**src/rtl/uart_alu_sequencer_pkg.sv**
```systemverilog
// Shared definitions for the UART-to-ALU sequencer: ALU opcodes and FSM states.
package uart_alu_sequencer_pkg;

  // ALU opcode encodings (low six bits of the received opcode byte)
  localparam logic [5:0] OP_ADD = 6'b100000;
  localparam logic [5:0] OP_SUB = 6'b100010;
  localparam logic [5:0] OP_AND = 6'b100100;
  localparam logic [5:0] OP_OR  = 6'b100101;
  localparam logic [5:0] OP_XOR = 6'b100110;
  localparam logic [5:0] OP_SRA = 6'b000011;
  localparam logic [5:0] OP_SRL = 6'b000010;
  localparam logic [5:0] OP_NOR = 6'b100111;

  // Sequencer FSM states, 3-bit encoding
  typedef enum logic [2:0] {
    ST_IDLE    = 3'd0,
    ST_WAIT_B  = 3'd1,
    ST_WAIT_OP = 3'd2,
    ST_EXEC    = 3'd3,
    ST_SEND    = 3'd4,
    ST_WAIT_TX = 3'd5
  } state_e;

endpackage

```
**src/rtl/uart_alu_sequencer_if.sv**
```systemverilog
// Bundle of the UART receive/transmit strobes and the ALU operand/result bus.
//
// Handshake semantics: there is no backpressure anywhere on this bus.
// rx_done is a one-cycle valid strobe qualifying rx_data; the sequencer always
// "accepts" it (using the byte in IDLE/WAIT_B/WAIT_OP, dropping it and raising
// overrun otherwise). tx_start is a one-cycle valid strobe qualifying tx_data,
// and tx_done is the transmitter's one-cycle completion strobe, which only has
// meaning while the sequencer waits for it.
interface uart_alu_sequencer_if #(
  parameter int DBIT     = 8,
  parameter int OP_WIDTH = 6
);
  logic [DBIT-1:0]     rx_data;
  logic                rx_done;
  logic                tx_done;
  logic [DBIT-1:0]     alu_result;
  logic [DBIT-1:0]     alu_a;
  logic [DBIT-1:0]     alu_b;
  logic [OP_WIDTH-1:0] alu_op;
  logic                tx_start;
  logic [DBIT-1:0]     tx_data;
  logic                busy;
  logic                frame_error;
  logic                overrun;

  // Sequencer side
  modport master (
    input  rx_data, rx_done, tx_done, alu_result,
    output alu_a, alu_b, alu_op, tx_start, tx_data, busy, frame_error, overrun
  );

  // UART/ALU environment side
  modport slave (
    output rx_data, rx_done, tx_done, alu_result,
    input  alu_a, alu_b, alu_op, tx_start, tx_data, busy, frame_error, overrun
  );
endinterface

```
**src/rtl/uart_alu_sequencer_frame_timeout.sv**
```systemverilog
// Inter-byte timeout: counts enabled cycles since the last accepted byte and
// flags expiry when the count reaches TIMEOUT-1. TIMEOUT=0 disables it.
module frame_timeout #(
  parameter int TIMEOUT = 50000
) (
  input  logic i_clk,
  input  logic i_reset,
  input  logic i_clear,
  input  logic i_enable,
  output logic o_expired
);
  localparam int            CW     = (TIMEOUT > 0) ? $clog2(TIMEOUT + 1) : 1;
  localparam logic [CW-1:0] C_MAX  = '1;
  localparam logic [CW-1:0] C_LAST = (TIMEOUT > 0) ? CW'(TIMEOUT - 1) : '0;

  logic [CW-1:0] r_count;

  // Saturating cycle counter, cleared by reset or an accepted byte
  always_ff @(posedge i_clk) begin
    if (!i_reset) begin
      r_count <= '0;
    end else if (i_clear) begin
      r_count <= '0;
    end else if (i_enable && (r_count != C_MAX)) begin
      r_count <= r_count + CW'(1);
    end
  end

  assign o_expired = (TIMEOUT != 0) && i_enable && (r_count == C_LAST);

endmodule

```
**src/rtl/uart_alu_sequencer.sv**
```systemverilog
// Collects operand A, operand B and opcode bytes from uart_rx, presents them
// to the external ALU, captures the result and hands it to uart_tx.
module uart_alu_sequencer
  import uart_alu_sequencer_pkg::*;
#(
  parameter int DBIT     = 8,
  parameter int OP_WIDTH = 6,
  parameter int TIMEOUT  = 50000
) (
  input  logic                  i_clk,
  input  logic                  i_reset,
  uart_alu_sequencer_if.master  io_bus,
  output state_e                o_state
);
  state_e              r_state;
  logic [DBIT-1:0]     r_alu_a;
  logic [DBIT-1:0]     r_alu_b;
  logic [OP_WIDTH-1:0] r_alu_op;
  logic [DBIT-1:0]     r_tx_data;
  logic                r_tx_start;
  logic                r_frame_error;
  logic                r_overrun;

  logic w_collecting;
  logic w_accept;
  logic w_expired;
  logic w_unused;

  // Timeout only runs while a frame is partially received
  assign w_collecting = (r_state == ST_WAIT_B) || (r_state == ST_WAIT_OP);
  assign w_accept     = io_bus.rx_done && ((r_state == ST_IDLE) || w_collecting);
  // Opcode byte bits above OP_WIDTH carry no meaning
  assign w_unused     = &{1'b0, io_bus.rx_data[DBIT-1:OP_WIDTH]};

  frame_timeout #(.TIMEOUT(TIMEOUT)) u_frame_timeout (
    .i_clk     (i_clk),
    .i_reset   (i_reset),
    .i_clear   (w_accept),
    .i_enable  (w_collecting),
    .o_expired (w_expired)
  );

  // Sequencer FSM with registered outputs; an arriving byte beats timeout expiry
  always_ff @(posedge i_clk) begin
    if (!i_reset) begin
      r_state       <= ST_IDLE;
      r_alu_a       <= '0;
      r_alu_b       <= '0;
      r_alu_op      <= '0;
      r_tx_data     <= '0;
      r_tx_start    <= 1'b0;
      r_frame_error <= 1'b0;
      r_overrun     <= 1'b0;
    end else begin
      r_tx_start    <= 1'b0;
      r_frame_error <= 1'b0;
      r_overrun     <= io_bus.rx_done &&
                       (r_state inside {ST_EXEC, ST_SEND, ST_WAIT_TX});
      case (r_state)
        ST_IDLE: begin
          if (io_bus.rx_done) begin
            r_alu_a <= io_bus.rx_data;
            r_state <= ST_WAIT_B;
          end
        end
        ST_WAIT_B: begin
          if (io_bus.rx_done) begin
            r_alu_b <= io_bus.rx_data;
            r_state <= ST_WAIT_OP;
          end else if (w_expired) begin
            r_frame_error <= 1'b1;
            r_state       <= ST_IDLE;
          end
        end
        ST_WAIT_OP: begin
          if (io_bus.rx_done) begin
            r_alu_op <= io_bus.rx_data[OP_WIDTH-1:0];
            r_state  <= ST_EXEC;
          end else if (w_expired) begin
            r_frame_error <= 1'b1;
            r_state       <= ST_IDLE;
          end
        end
        ST_EXEC: begin
          r_tx_data  <= io_bus.alu_result;
          r_tx_start <= 1'b1;
          r_state    <= ST_SEND;
        end
        ST_SEND: begin
          r_state <= ST_WAIT_TX;
        end
        ST_WAIT_TX: begin
          if (io_bus.tx_done) begin
            r_state <= ST_IDLE;
          end
        end
        default: begin
          r_state <= ST_IDLE;
        end
      endcase
    end
  end

  assign io_bus.alu_a       = r_alu_a;
  assign io_bus.alu_b       = r_alu_b;
  assign io_bus.alu_op      = r_alu_op;
  assign io_bus.tx_data     = r_tx_data;
  assign io_bus.tx_start    = r_tx_start;
  assign io_bus.frame_error = r_frame_error;
  assign io_bus.overrun     = r_overrun;
  assign io_bus.busy        = (r_state != ST_IDLE);
  assign o_state            = r_state;

endmodule

```
**src/flat_wrapper.sv**
```systemverilog
// flat-port wrapper written by rule: the top's interface ports become plain ports
module uart_alu_sequencer_flat import uart_alu_sequencer_pkg::*;
#(
  parameter int DBIT     = 8,
  parameter int OP_WIDTH = 6,
  parameter int TIMEOUT  = 50000
)
  (i_clk, i_reset, o_state, io_bus_rx_data, io_bus_rx_done, io_bus_tx_done, io_bus_alu_result, io_bus_alu_a, io_bus_alu_b, io_bus_alu_op, io_bus_tx_start, io_bus_tx_data, io_bus_busy, io_bus_frame_error, io_bus_overrun);
  uart_alu_sequencer_if #(.DBIT(DBIT), .OP_WIDTH(OP_WIDTH)) io_bus_i ();
  input  logic i_clk;
  input  logic i_reset;
  output state_e o_state;
  input wire logic [$bits(io_bus_i.rx_data)-1:0] io_bus_rx_data;
  input wire logic [$bits(io_bus_i.rx_done)-1:0] io_bus_rx_done;
  input wire logic [$bits(io_bus_i.tx_done)-1:0] io_bus_tx_done;
  input wire logic [$bits(io_bus_i.alu_result)-1:0] io_bus_alu_result;
  output wire logic [$bits(io_bus_i.alu_a)-1:0] io_bus_alu_a;
  output wire logic [$bits(io_bus_i.alu_b)-1:0] io_bus_alu_b;
  output wire logic [$bits(io_bus_i.alu_op)-1:0] io_bus_alu_op;
  output wire logic [$bits(io_bus_i.tx_start)-1:0] io_bus_tx_start;
  output wire logic [$bits(io_bus_i.tx_data)-1:0] io_bus_tx_data;
  output wire logic [$bits(io_bus_i.busy)-1:0] io_bus_busy;
  output wire logic [$bits(io_bus_i.frame_error)-1:0] io_bus_frame_error;
  output wire logic [$bits(io_bus_i.overrun)-1:0] io_bus_overrun;
  assign io_bus_i.rx_data = io_bus_rx_data;
  assign io_bus_i.rx_done = io_bus_rx_done;
  assign io_bus_i.tx_done = io_bus_tx_done;
  assign io_bus_i.alu_result = io_bus_alu_result;
  assign io_bus_alu_a = io_bus_i.alu_a;
  assign io_bus_alu_b = io_bus_i.alu_b;
  assign io_bus_alu_op = io_bus_i.alu_op;
  assign io_bus_tx_start = io_bus_i.tx_start;
  assign io_bus_tx_data = io_bus_i.tx_data;
  assign io_bus_busy = io_bus_i.busy;
  assign io_bus_frame_error = io_bus_i.frame_error;
  assign io_bus_overrun = io_bus_i.overrun;
  uart_alu_sequencer #(.DBIT(DBIT), .OP_WIDTH(OP_WIDTH), .TIMEOUT(TIMEOUT)) u_core (.i_clk(i_clk), .i_reset(i_reset), .io_bus(io_bus_i), .o_state(o_state));
endmodule
```
**config.mk**
```make
export PLATFORM = sky130hd
export DESIGN_NAME = uart_alu_sequencer_flat
export DESIGN_NICKNAME = d
export VERILOG_FILES = /design/src/rtl/uart_alu_sequencer_pkg.sv /design/src/rtl/uart_alu_sequencer_if.sv /design/src/rtl/uart_alu_sequencer_frame_timeout.sv /design/src/rtl/uart_alu_sequencer.sv /design/src/flat_wrapper.sv
export SDC_FILE = /design/constraint.sdc
export NUM_CORES = 1
export LEC_CHECK = 0
export CORE_AREA = 2 2 71 73
export CTS_CLUSTER_SIZE = 12
export DETAILED_ROUTE_END_ITERATION = 8
export DIE_AREA = 0 0 73 75
export PLACE_DENSITY_LB_ADDON = 0.2
export SYNTH_ARGS = -nofsm -noshare
export SYNTH_HDL_FRONTEND = slang
export SYNTH_SLANG_ARGS = --single-unit
```
**constraint.sdc**
```tcl
create_clock -name i_clk -period 2.1 [get_ports i_clk]
set_input_delay 0.315 -clock i_clk [delete_from_list [all_inputs] [get_ports i_clk]]
set_output_delay 0.315 -clock i_clk [all_outputs]
set_load 0.02 [all_outputs]
```
==> impl_metrics.ini <==
[finish]
area_delta_synth_final_pct = 33.83
final_cell_area_um2 = 2950
drive_gt1_share_pct = 6.329
utilization_pct = 63.30
diodes = 0
nets = 336

[timing]
finalClockSkew_ns = 0.005297
rsz0062_at_grt = no
fmax_ghz = 0.5013
setup_tns_ns = 0
final_max_slew_viol_count = 0
period_needed_ns = 1.995
tightest_slew_ns = 0.5873
slew_headroom_pct = 60.74
period_share_pct = 94.99
hold_viol_final = 0
setup_viol = 0

[worst_setup_path]
end_kind = primary output
crit_fanout = 10
criticalPathCategory = flip-flop to primary output
start_kind = flip-flop
crit_arrival_ns = 1.68
required_ns = 1.78

[clock_tree]
cts-root-buf = clkbuf_8
cts_buffers = 5
postCtsSetupBuffers = 0
post_cts_resized = 0
cts.path.max_buffers = 2
clk_latency_ns = 0.30
cts.clk_slew.worst_paths_ns = 0.09
cts_hold_buf = 0
cts_tree = built
h-tree-depth = 2
cts_sinks = 52

[floorplan]
core_area_um2 = 4661
ios = 57
start_util_pct = 47.30
dieArea_um2 = 5475
row_count = 25
fp.dieH_um = 75
chipWidth_um = 73

[placed_design]
port_buffers = 56
gp_congestion = 0.7781
hpwl_um = 3654
placed_cell_area_um2 = 2856

[routing]
vias = 1988
wire_per_inst_um = 13.92
via_per_inst = 5.373
drt_iter0_markers = 86
drt_first_pass_iters = 4
wirelength_um = 5149
drc = 0
drt.antenna.violating_nets = 0

[yosys]
ys_types = 36
async_flop_share_pct = 0
synth-edff-count = 0
ys_seq_area_share_pct = 47.22
synth_warnings = 0
synth_flop_cell = dfxtp_1
synth_cells = 256
synth_nets = 277
synth_area_um2 = 2205
ys_ff_latch = 52
postSynthAreaPerCell_um2 = 8.612

[grt]
grt_pass1_vias = 1897
antenna_found_initial = 0
grt_pass1_wl_um = 8625
grt_overflow = 0
grt_usage_pct = 20.14
grt_max_degree = 31

[power]
combPwrFrac_pct = 13.5
p_int_w = 0.001401
power_leakage_nw = 1.063
power.density_nw_per_um2 = 633.5
seq_power_share_pct = 55.1
peakVddDrop_uv = 431.9
p_sw_w = 0.0004681
clock_power_share_pct = 31.3
swShare_pct = 25.05

[run_status]
status = finished clean

[min_path]
worstHoldPathType = flip-flop to flip-flop

[job]
cap_violations = 0
==> final cells by class <==
cell class | count | area, µm²
fill | 415 | 1710
multi-input combinational | 187 | 1096
sequential | 52 | 1041
timing repair buffer | 64 | 633.1
clock buffer | 7 | 86.33
tap | 54 | 67.56
inverter | 5 | 18.77
clock inverter | 1 | 7.507
==> synth_stat cells, drive strengths merged (2+ instances only) <==
cell / n / area (µm²)
nor3b: 2 / 20.02
nand2b: 2 / 12.51
nor2: 20 / 75.07
mux2i: 14 / 140.1
o31ai: 10 / 75.07
nand2: 40 / 150.1
clkbuf: 8 / 30.03
inv: 5 / 18.77
a21oi: 31 / 155.2
and3: 4 / 25.02
dfxtp: 52 / 1041
nor3: 4 / 20.02
and2: 3 / 18.77
or4: 8 / 60.06
buf: 4 / 25.02
nand3: 10 / 50.05
o21ai: 9 / 45.04
and4: 3 / 26.28
or3: 7 / 43.79
nand4: 6 / 52.55
nor4: 3 / 18.77
==> path summary, 6_finish.rpt <==
kind	from	endpoint	slack [ns]	cells after the start
min	u_core.io_bus.alu_b[4]$_SDFFE_PN0P_	u_core.io_bus.alu_b[4]$_SDFFE_PN0P_	0.46	2
min reg2reg	u_core.io_bus.alu_b[4]$_SDFFE_PN0P_	u_core.io_bus.alu_b[4]$_SDFFE_PN0P_	0.46	2
max	u_core.o_state[0]$_SDFFE_PN0P_	io_bus_busy	0.11	3
max reg2reg	u_core.u_frame_timeout.r_count[0]$_SDFFE_PP0P_	u_core.u_frame_timeout.r_count[10]$_SDFFE_PP0P_	0.32	5
==> placed cells by master, fill, tap and decap left out, drive strengths merged <==
| cell | instances |
|---|---|
| nor4 | 3 |
| o31a | 1 |
| and4 | 3 |
| clkbuf | 7 |
| o21a | 1 |
| or4 | 8 |
| a31oi | 1 |
| nand3b | 1 |
| nand2 | 40 |
| nor2 | 20 |
| buf | 8 |
| xor2 | 1 |
| o21ai | 9 |
| a41o | 1 |
| inv | 5 |
| ha | 1 |
| nand3 | 10 |
| nand4 | 6 |
| or3 | 7 |
| a211oi | 1 |
| dfxtp | 52 |
| and2 | 3 |
| nor3 | 4 |
| clkinvlp | 1 |
| o31ai | 10 |
| and4b | 1 |
| or2 | 1 |
| o2111ai | 1 |
| nand2b | 2 |
| a21oi | 31 |
| nor3b | 2 |
| clkdlybuf4s50 | 56 |
| mux2i | 14 |
| and3 | 4 |
==> per-layer routing <==
layer | track usage [%] | part of all wire (%) | vias up
li1 | - | - | 1035
met1 | 26.53 | 46 | 892
met2 | 31.93 | 46 | 57
met3 | 6.158 | 6.4 | 4
met4 | 6.173 | 1.1 | 0
met5 | 0 | 0 | -
==> cells by family after synthesis <==
family | Yosys count | share of synthesized area [%]
compound gates | 56 | 14.70
buf+inv | 17 | 3.348
xor+xnor | 1 | 0.7380
mux | 14 | 6.356
flops | 52 | 47.22
simple gates | 115 | 27.07
fa+ha+maj | 1 | 0.5674
==> power groups by stage <==
stage / clock network [W] / registers, W / logic [W]
finish: 0.000586 / 0.00103 / 0.000253
global route: 0.000645 / 0.00103 / 0.000276
CTS: 0.000606 / 0.00103 / 0.000256
detailed placement: 0 / 0.00105 / 0.000254
global placement: 0 / 0.00105 / 0.000252
floorplan: 0 / 0.00108 / 0.0000981
==> through the flow <==
stage / hold slack (ns) / power (W) / std cells / worst slack [ns]
after global routing: 0.4782 / 0.001955 / 370 / 0.04845
after floorplan: 0.4312 / 0.001177 / 256 / 0.3368
after CTS: 0.4603 / 0.001892 / 370 / 0.09333
final: 0.4564 / 0.001869 / 370 / 0.1052
after detailed placement: 0.4498 / 0.001307 / 362 / 0.3191
after global placement: 0.4421 / 0.001304 / 362 / 0.3488
==> sequential cells by signal (all words and copies together) (netlist names) <==
| signal | cells |
|---|---|
| u_core.io_bus.alu_a | 8 |
| u_core.io_bus.alu_b | 8 |
| u_core.io_bus.alu_op | 6 |
| u_core.io_bus.frame_error | 1 |
| u_core.io_bus.overrun | 1 |
| u_core.io_bus.tx_data | 8 |
| u_core.io_bus.tx_start | 1 |
| u_core.o_state | 3 |
| u_core.u_frame_timeout.r_count | 16 |
==> critical path, cell delays in order, from the launching register on <==
cell,delay [ns]
dfxtp_1,0.35
buf_4,0.17
or3_1,0.31
clkdlybuf4s50_1,0.55
Power figures use the tool's default switching activity.
